===== src/rtl/rsub_pkg.sv =====
// Shared FSM encoding and default operand width for the serial borrow subtractor.
package rsub_pkg;

  localparam int RSUB_WIDTH_DEF = 8;

  typedef enum logic [1:0] {
    IDLE = 2'd0,
    RUN  = 2'd1,
    DONE = 2'd2
  } rsub_state_t;

endpackage


===== src/rtl/full_subtractor.sv =====
// One-bit full subtractor: d = a - b - bin, bout set when the bit underflows.
// Purely combinational, zero latency, no flow control.
module full_subtractor (
  input  logic a,
  input  logic b,
  input  logic bin,
  output logic d,
  output logic bout
);

  assign d    = a ^ b ^ bin;
  assign bout = (~a & b) | (~(a ^ b) & bin);

endmodule


===== src/rtl/serial_ripple_borrow_subtractor.sv =====
// Bit-serial a - b - b_in, LSB first, one bit per clock; done pulses WIDTH+1 cycles after start.
// No backpressure: start is only accepted in IDLE and is ignored while busy.
module serial_ripple_borrow_subtractor
  import rsub_pkg::*;
#(
  parameter int WIDTH = RSUB_WIDTH_DEF
) (
  input  logic             clk,
  input  logic             rst,
  input  logic             start,
  input  logic [WIDTH-1:0] a,
  input  logic [WIDTH-1:0] b,
  input  logic             b_in,
  output logic [WIDTH-1:0] diff,
  output logic             borrow_out,
  output logic             busy,
  output logic             done
);

  localparam int            CW   = $clog2(WIDTH);
  localparam logic [CW-1:0] LAST = CW'(WIDTH - 1);

  rsub_state_t      state_q;
  logic [WIDTH-1:0] a_q, b_q, acc_q, acc_d, diff_q;
  logic [CW-1:0]    cnt_q;
  logic             br_q, br_d, d_bit;
  logic             bout_q, busy_q, done_q;

  full_subtractor u_fs (
    .a    (a_q[0]),
    .b    (b_q[0]),
    .bin  (br_q),
    .d    (d_bit),
    .bout (br_d)
  );

  // Result bits enter at the MSB so after WIDTH shifts bit 0 sits at the LSB.
  assign acc_d = {d_bit, acc_q[WIDTH-1:1]};

  always_ff @(posedge clk) begin
    if (rst) begin
      state_q <= IDLE;
      a_q     <= '0;
      b_q     <= '0;
      acc_q   <= '0;
      diff_q  <= '0;
      cnt_q   <= '0;
      br_q    <= 1'b0;
      bout_q  <= 1'b0;
      busy_q  <= 1'b0;
      done_q  <= 1'b0;
    end else begin
      case (state_q)
        IDLE: begin
          done_q <= 1'b0;
          if (start) begin
            a_q     <= a;
            b_q     <= b;
            br_q    <= b_in;
            cnt_q   <= '0;
            acc_q   <= '0;
            busy_q  <= 1'b1;
            state_q <= RUN;
          end
        end
        RUN: begin
          a_q   <= a_q >> 1;
          b_q   <= b_q >> 1;
          br_q  <= br_d;
          acc_q <= acc_d;
          if (cnt_q == LAST) begin
            diff_q  <= acc_d;
            bout_q  <= br_d;
            done_q  <= 1'b1;
            state_q <= DONE;
          end else begin
            cnt_q <= cnt_q + CW'(1);
          end
        end
        DONE: begin
          done_q  <= 1'b0;
          busy_q  <= 1'b0;
          state_q <= IDLE;
        end
        default: begin
          done_q  <= 1'b0;
          busy_q  <= 1'b0;
          state_q <= IDLE;
        end
      endcase
    end
  end

  assign diff       = diff_q;
  assign borrow_out = bout_q;
  assign busy       = busy_q;
  assign done       = done_q;

endmodule

===== config.mk =====
export PLATFORM = sky130hd
export DESIGN_NAME = serial_ripple_borrow_subtractor
export DESIGN_NICKNAME = d
export VERILOG_FILES = /design/src/rtl/rsub_pkg.sv /design/src/rtl/full_subtractor.sv /design/src/rtl/serial_ripple_borrow_subtractor.sv
export SDC_FILE = /design/constraint.sdc
export NUM_CORES = 1
export LEC_CHECK = 0
export BUFFER_PORTS_ARGS = -buffer_cell sky130_fd_sc_hd__buf_2
export CAP_MARGIN = 40
export CORE_UTILIZATION = 25
export CTS_CLUSTER_DIAMETER = 50
export DETAILED_ROUTE_END_ITERATION = 10
export SYNTH_ARGS = -nofsm -noshare
export SYNTH_HDL_FRONTEND = slang
export SYNTH_SLANG_ARGS = --single-unit

===== constraint.sdc =====
create_clock -name clk -period 2.6 [get_ports clk]
set_input_delay 0.26 -clock clk [delete_from_list [all_inputs] [get_ports clk]]
set_output_delay 0.26 -clock clk [all_outputs]
set_load 0.01 [all_outputs]

== Yosys cells after proc, flatten, opt, wreduce, memory -nomap -nowiden ==
Cells that the tools add are included.
Word-level totals
  input port bits: 20
  bits in registers: 41
  output and inout port bits: 11
  logic and storage cells: 48
Operators by class
  equal/unequal tests: 5
  multiplexer cells: 16
  bitwise logic cells: 8
  reduce and logical (&&, ||, !) cells: 8
  add/subtract/negate cells: 1
Operator list (count)
  one-hot mux 8 bit (2 select lines): 3
  2-to-1 mux 8 bit: 3
  AND reduction 2 bit: 4
  2-to-1 mux 3 bit: 2
  != test 2 bit, second input constant: 3
  one-hot mux 3 bit (2 select lines): 1
  2-to-1 mux 2 bit: 2
  one-hot mux 1 bit (2 select lines): 2
  one-hot mux 2 bit (2 select lines): 1
  adder 3 x 1 -> 3 bit, second input constant: 1
  equality test 3 bit, second input constant: 1
  inverter 1 bit: 3
  AND reduction 3 bit: 1
  bitwise AND 1 bit: 2
  equality test 2 x 1 -> 1 bit, second input constant: 1
  zero test 2 bit: 1
  2-to-1 mux 1 bit: 2
  nonzero test 2 bit: 1
  OR reduction 2 bit: 1
  XOR 1 bit: 2
  OR 1 bit: 1

== Depth between registers and ports, before layout ==
  depth after elaboration: 5
  mapped depth: 6

== By module ==
Synthesis repeated with hierarchy kept, for this count alone.
Unflattened totals
  cell total of the unflattened synthesis: 179
  area total of the unflattened synthesis: 1741.7 um^2
Modules (own cells, without submodules)
  serial_ripple_borrow_subtractor: seq. area each 800.8 um^2, times used 1, cells each 175, area an instance 1710.4 um^2
  full_subtractor: seq. area each 0.0 um^2, times used 1, cells each 4, area an instance 31.3 um^2

== Worst setup path after synthesis ==
OpenSTA, ideal clock, no wires.
  kind: register to register
  from: register cnt_q[0]
  to: register cnt_q[0]
  clock period less this slack: 1.419 ns
  path buffers: 1
  path slack: 1.181 ns
  stages on the path, launching flop included: 6
  arrival time: 1.350 ns
  cell sequence: dfxtp_1 > ha_1 > ha_1 > clkbuf_1 > or4_1 > o21ai_1
On the way
  word-level cells in the longest chain between the ends: 3
RTL lines
  from (decl): line serial_ripple_borrow_subtractor.sv:25  | logic [CW-1:0] cnt_q;
  from (signal assigned): line serial_ripple_borrow_subtractor.sv:77  | cnt_q <= cnt_q + CW'(1);
  adder 3 x 1 -> 3 bit or equality test 3 bit (tied branches): line serial_ripple_borrow_subtractor.sv:77, serial_ripple_borrow_subtractor.sv:71
  2-to-1 mux 3 bit or != test 2 bit (tied branches)
  one-hot mux 3 bit (2 select lines) or AND reduction 3 bit (tied branches)
Parallel ways exist; a longest one is shown, timed or not. The select of a mux whose other input is x is not followed.
A chain may end at the register's enable or synchronous reset.

== Final worst setup path ==
  from: register state_q[0]
  to: register bout_q, in the netlist borrow_out
On the way
  word-level cells in the longest chain between the ends: 2
RTL lines
  from (decl): line serial_ripple_borrow_subtractor.sv:23  | rsub_state_t state_q;
  from (signal assigned): line serial_ripple_borrow_subtractor.sv:42  | state_q <= IDLE;
  from (signal assigned): line serial_ripple_borrow_subtractor.sv:63  | state_q <= RUN;
  from (signal assigned): line serial_ripple_borrow_subtractor.sv:75  | state_q <= DONE;
  equality test 2 x 1 -> 1 bit: line serial_ripple_borrow_subtractor.sv:53  | case (state_q)
  AND reduction 2 bit (no line)
  to (signal assigned): line serial_ripple_borrow_subtractor.sv:73  | bout_q <= br_d;
  to (decl): line serial_ripple_borrow_subtractor.sv:27  | logic bout_q, busy_q, done_q;
Every way passes these cells.

==> results.txt <==
Skew final: 0.00431 ns
Fin area: 0.00205 sq mm
Total gr overflow: 0
Ratio of cells with drive above 1 in the final layout: 26.8%
Syn avg cell area: 9.42 sq um
Setup-failing EPs final: 0
Core area: 0.00679 sq mm
Req. time, crit path: 2.80 ns
Seq pwr share: 49.0%
Leak: 0.771 nW
Internal power: 1.02 mW
Ports: 31
Die area: 0.00735 sq mm
Area grow syn2layout: 17.1%
Ant. Diodes: 0
Final Hold Vio Count: 0
CP Class: reg2reg
Setup TNS Final: 0 ns
Clock Root Buffer: clkbuf_8
Worst slew margin: 42.3%
Register bit total from synthesis: 40
Clk Latency, worst-skew pair: 0.29 ns
Fillcell total: 738
DRT Pass-1 Iters: 4
Final ANT Viol Nets: 0
RSZ-0062 raised after global routing: false
Fin crit period: 1.70 ns
Post-Route WL: 3830 microns
HP Class: in2reg
Power Total: 1.36 mW
CTS sink cnt: 40
Sw frac: 24.9%
Post-CTS Setup Inserts: 0
Logic gate share of total power: 11.4%
Distinct cells, synth: 32
Port Buffer Count: 30
Die Ht: 85.7 microns
Yosys warns: 0
Number of global-route vias before repair: 1348
PD cells: 665 mW/mm^2
RD Place Congestion: 0.700
Horiz. Die Dim: 85.7 microns
WP data arrival: 1.90 ns
Clock Power Share: 39.6%
Crit share post-route: 65.6%
Post-synthesis cell count: 186
Worst slew pin tran: 0.866 ns
Tot GR Track Use: 11.6%
Via count: 1397
Htree depth: 2
Worst setup margin: 0.895 ns
Nets: 231
Max Cap Viol: 0
First-pass GRT wire length: 6600 microns
Rows: 30
Min Hold Slack: 0.211 ns
Initial core utilization: 25.8%
Dpl cell area: 0.00193 sq mm
Outcome: completed
Post-Syn Nets: 209
CTS Hold Buffers Added: 0
Initial antenna violation count: 0
Sequential share of the synthesized area: 45.7%
Largest net degree at the start of global routing: 43
WL per Instance: 12.5 microns
Clk slew on worst S/H paths: 0.08 ns
Peak supply drop: 0.000230 V
CTS Buffer Depth: 2
CTS tree: done
Crit end category: flop
Highest Clock Rate: 587 MHz
Nature of the critical path startpoint: flop
Netlist area before placement: 0.00175 sq mm
Clock buffer count from CTS: 5
Post_cts resized: 0
Area of the multi-input gates: 832 sq um
Vias/cell: 4.58
Critical path peak fanout: 22
Max Transition Viols Final: 0
Place WS: 0.919 ns
Number of DRC markers in iteration 0: 138
Dpl hpwl: 2610 microns
NetSw: 0.340 mW
Remaining DRCs: 0
FF+latch area: 801 sq um
-- final cells by class --
| type | instances | share of cell area (%) |
|---|---|---|
| clock buffer | 6 | 4.03 |
| inverter | 5 | 0.915 |
| clock inverter | 2 | 1.89 |
| timing repair buffer | 31 | 7.69 |
| tap | 96 | 5.86 |
| sequential | 40 | 39.0 |
| multi-input combinational | 125 | 40.6 |
-- cells in the final DEF (no fill, tap or decap), drive strengths merged --
cell | netlist | final
ha | 2 | 2
fa | 1 | 1
nor2b | 1 | 1
bufinv | 0 | 1
nand2b | 6 | 6
nand2 | 8 | 8
a22oi | 9 | 9
o21ba | 1 | 1
a2111oi | 1 | 1
nor2 | 36 | 36
a211oi | 15 | 15
buf | 13 | 31
nand3 | 8 | 8
o2bb2ai | 14 | 14
nand3b | 1 | 1
nor3b | 2 | 2
a221oi | 1 | 1
clkbuf | 3 | 6
a311oi | 1 | 1
nor3 | 3 | 3
o21bai | 1 | 1
o22ai | 2 | 2
inv | 5 | 5
clkinv | 0 | 1
dfxtp | 40 | 40
a21oi | 10 | 10
o21ai | 1 | 1
or4 | 1 | 1
-- critical path: stages (launching register included) --
cell and delay, ns:
dfxtp_1 0.83, nor2b_1 0.21, buf_4 0.22, a21oi_1 0.09
a311oi_1 0.27
-- Yosys cell counts --
cell,count,area [sq um]
dfxtp_1,40,801
nor2_1,36,135
o2bb2ai_1,14,123
a211oi_2,10,125
a21oi_1,10,50.1
a22oi_1,9,67.6
nand2_1,8,30.0
nand3_1,8,40.0
a211oi_1,5,37.5
buf_2,5,25.0
buf_4,5,37.5
nand2b_1,5,31.3
inv_1,4,15.0
clkbuf_1,3,11.3
nor3_1,3,15.0
buf_6,2,22.5
ha_1,2,25.0
nor3b_1,2,15.0
o22ai_1,2,12.5
a2111oi_2,1,15.0
a221oi_2,1,15.0
a311oi_1,1,8.76
buf_1,1,3.75
fa_1,1,20.0
inv_2,1,3.75
nand2b_2,1,8.76
nand3b_2,1,11.3
nor2b_1,1,6.26
o21ai_1,1,5.00
o21ba_4,1,16.3
o21bai_2,1,11.3
or4_1,1,7.51
-- routing by layer --
metal	global-route usage (%)	share of wire [%]	up-vias
li1	-	-	705
met1	16.0	52	660
met2	16.6	41	25
met3	4.33	5.1	7
met4	4.09	1.3	0
met5	0	0	-
-- through the flow --
stage                     cells  util (%)
final                       305      30.2
after global routing        305      30.2
after CTS                   305      30.2
after detailed placement    297      28.4
after global placement      297      28.4
after floorplan             186         -
-- path summary, 6_finish.rpt --
| kind | to | cells past startpoint | from | slack [ns] |
|---|---|---|---|---|
| setup / recovery | borrow_out | 4 | state_q[0] | 0.90 |
| hold / removal | a_q[7] | 3 | a[7] | 0.21 |
| setup reg to reg | borrow_out | 4 | state_q[0] | 0.90 |
| hold reg to reg | diff[7] | 2 | diff[7] | 0.45 |
-- sequential cells by signal, indices dropped and copies added, names as in the netlist --
| name | flops |
|---|---|
| diff | 8 |
| br_q | 1 |
| a_q | 8 |
| borrow_out | 1 |
| state_q | 2 |
| busy | 1 |
| b_q | 8 |
| acc_q | 7 |
| done | 1 |
| cnt_q | 3 |
-- kinds of logic after synthesis --
kind of cell | after synthesis | share of synthesized area, %
AND/OR/NAND/NOR | 66 | 17.1
AO/OA/AOI/OAI | 56 | 27.8
flip-flops | 40 | 45.7
buffers and inverters | 21 | 6.78
adder cells (fa/ha/maj) | 3 | 2.57
-- power by group through the flow --
stage	clock [mW]	sequential, mW	combinational [mW]
3_5_place_dp	0	0.683	0.157
6_report	0.540	0.668	0.155
5_1_grt	0.580	0.673	0.175
4_1_cts	0.550	0.669	0.157
3_3_place_gp	0	0.681	0.154
2_1_floorplan	0	0.671	0.130
Note: power is estimated with default switching activity, not from simulation.
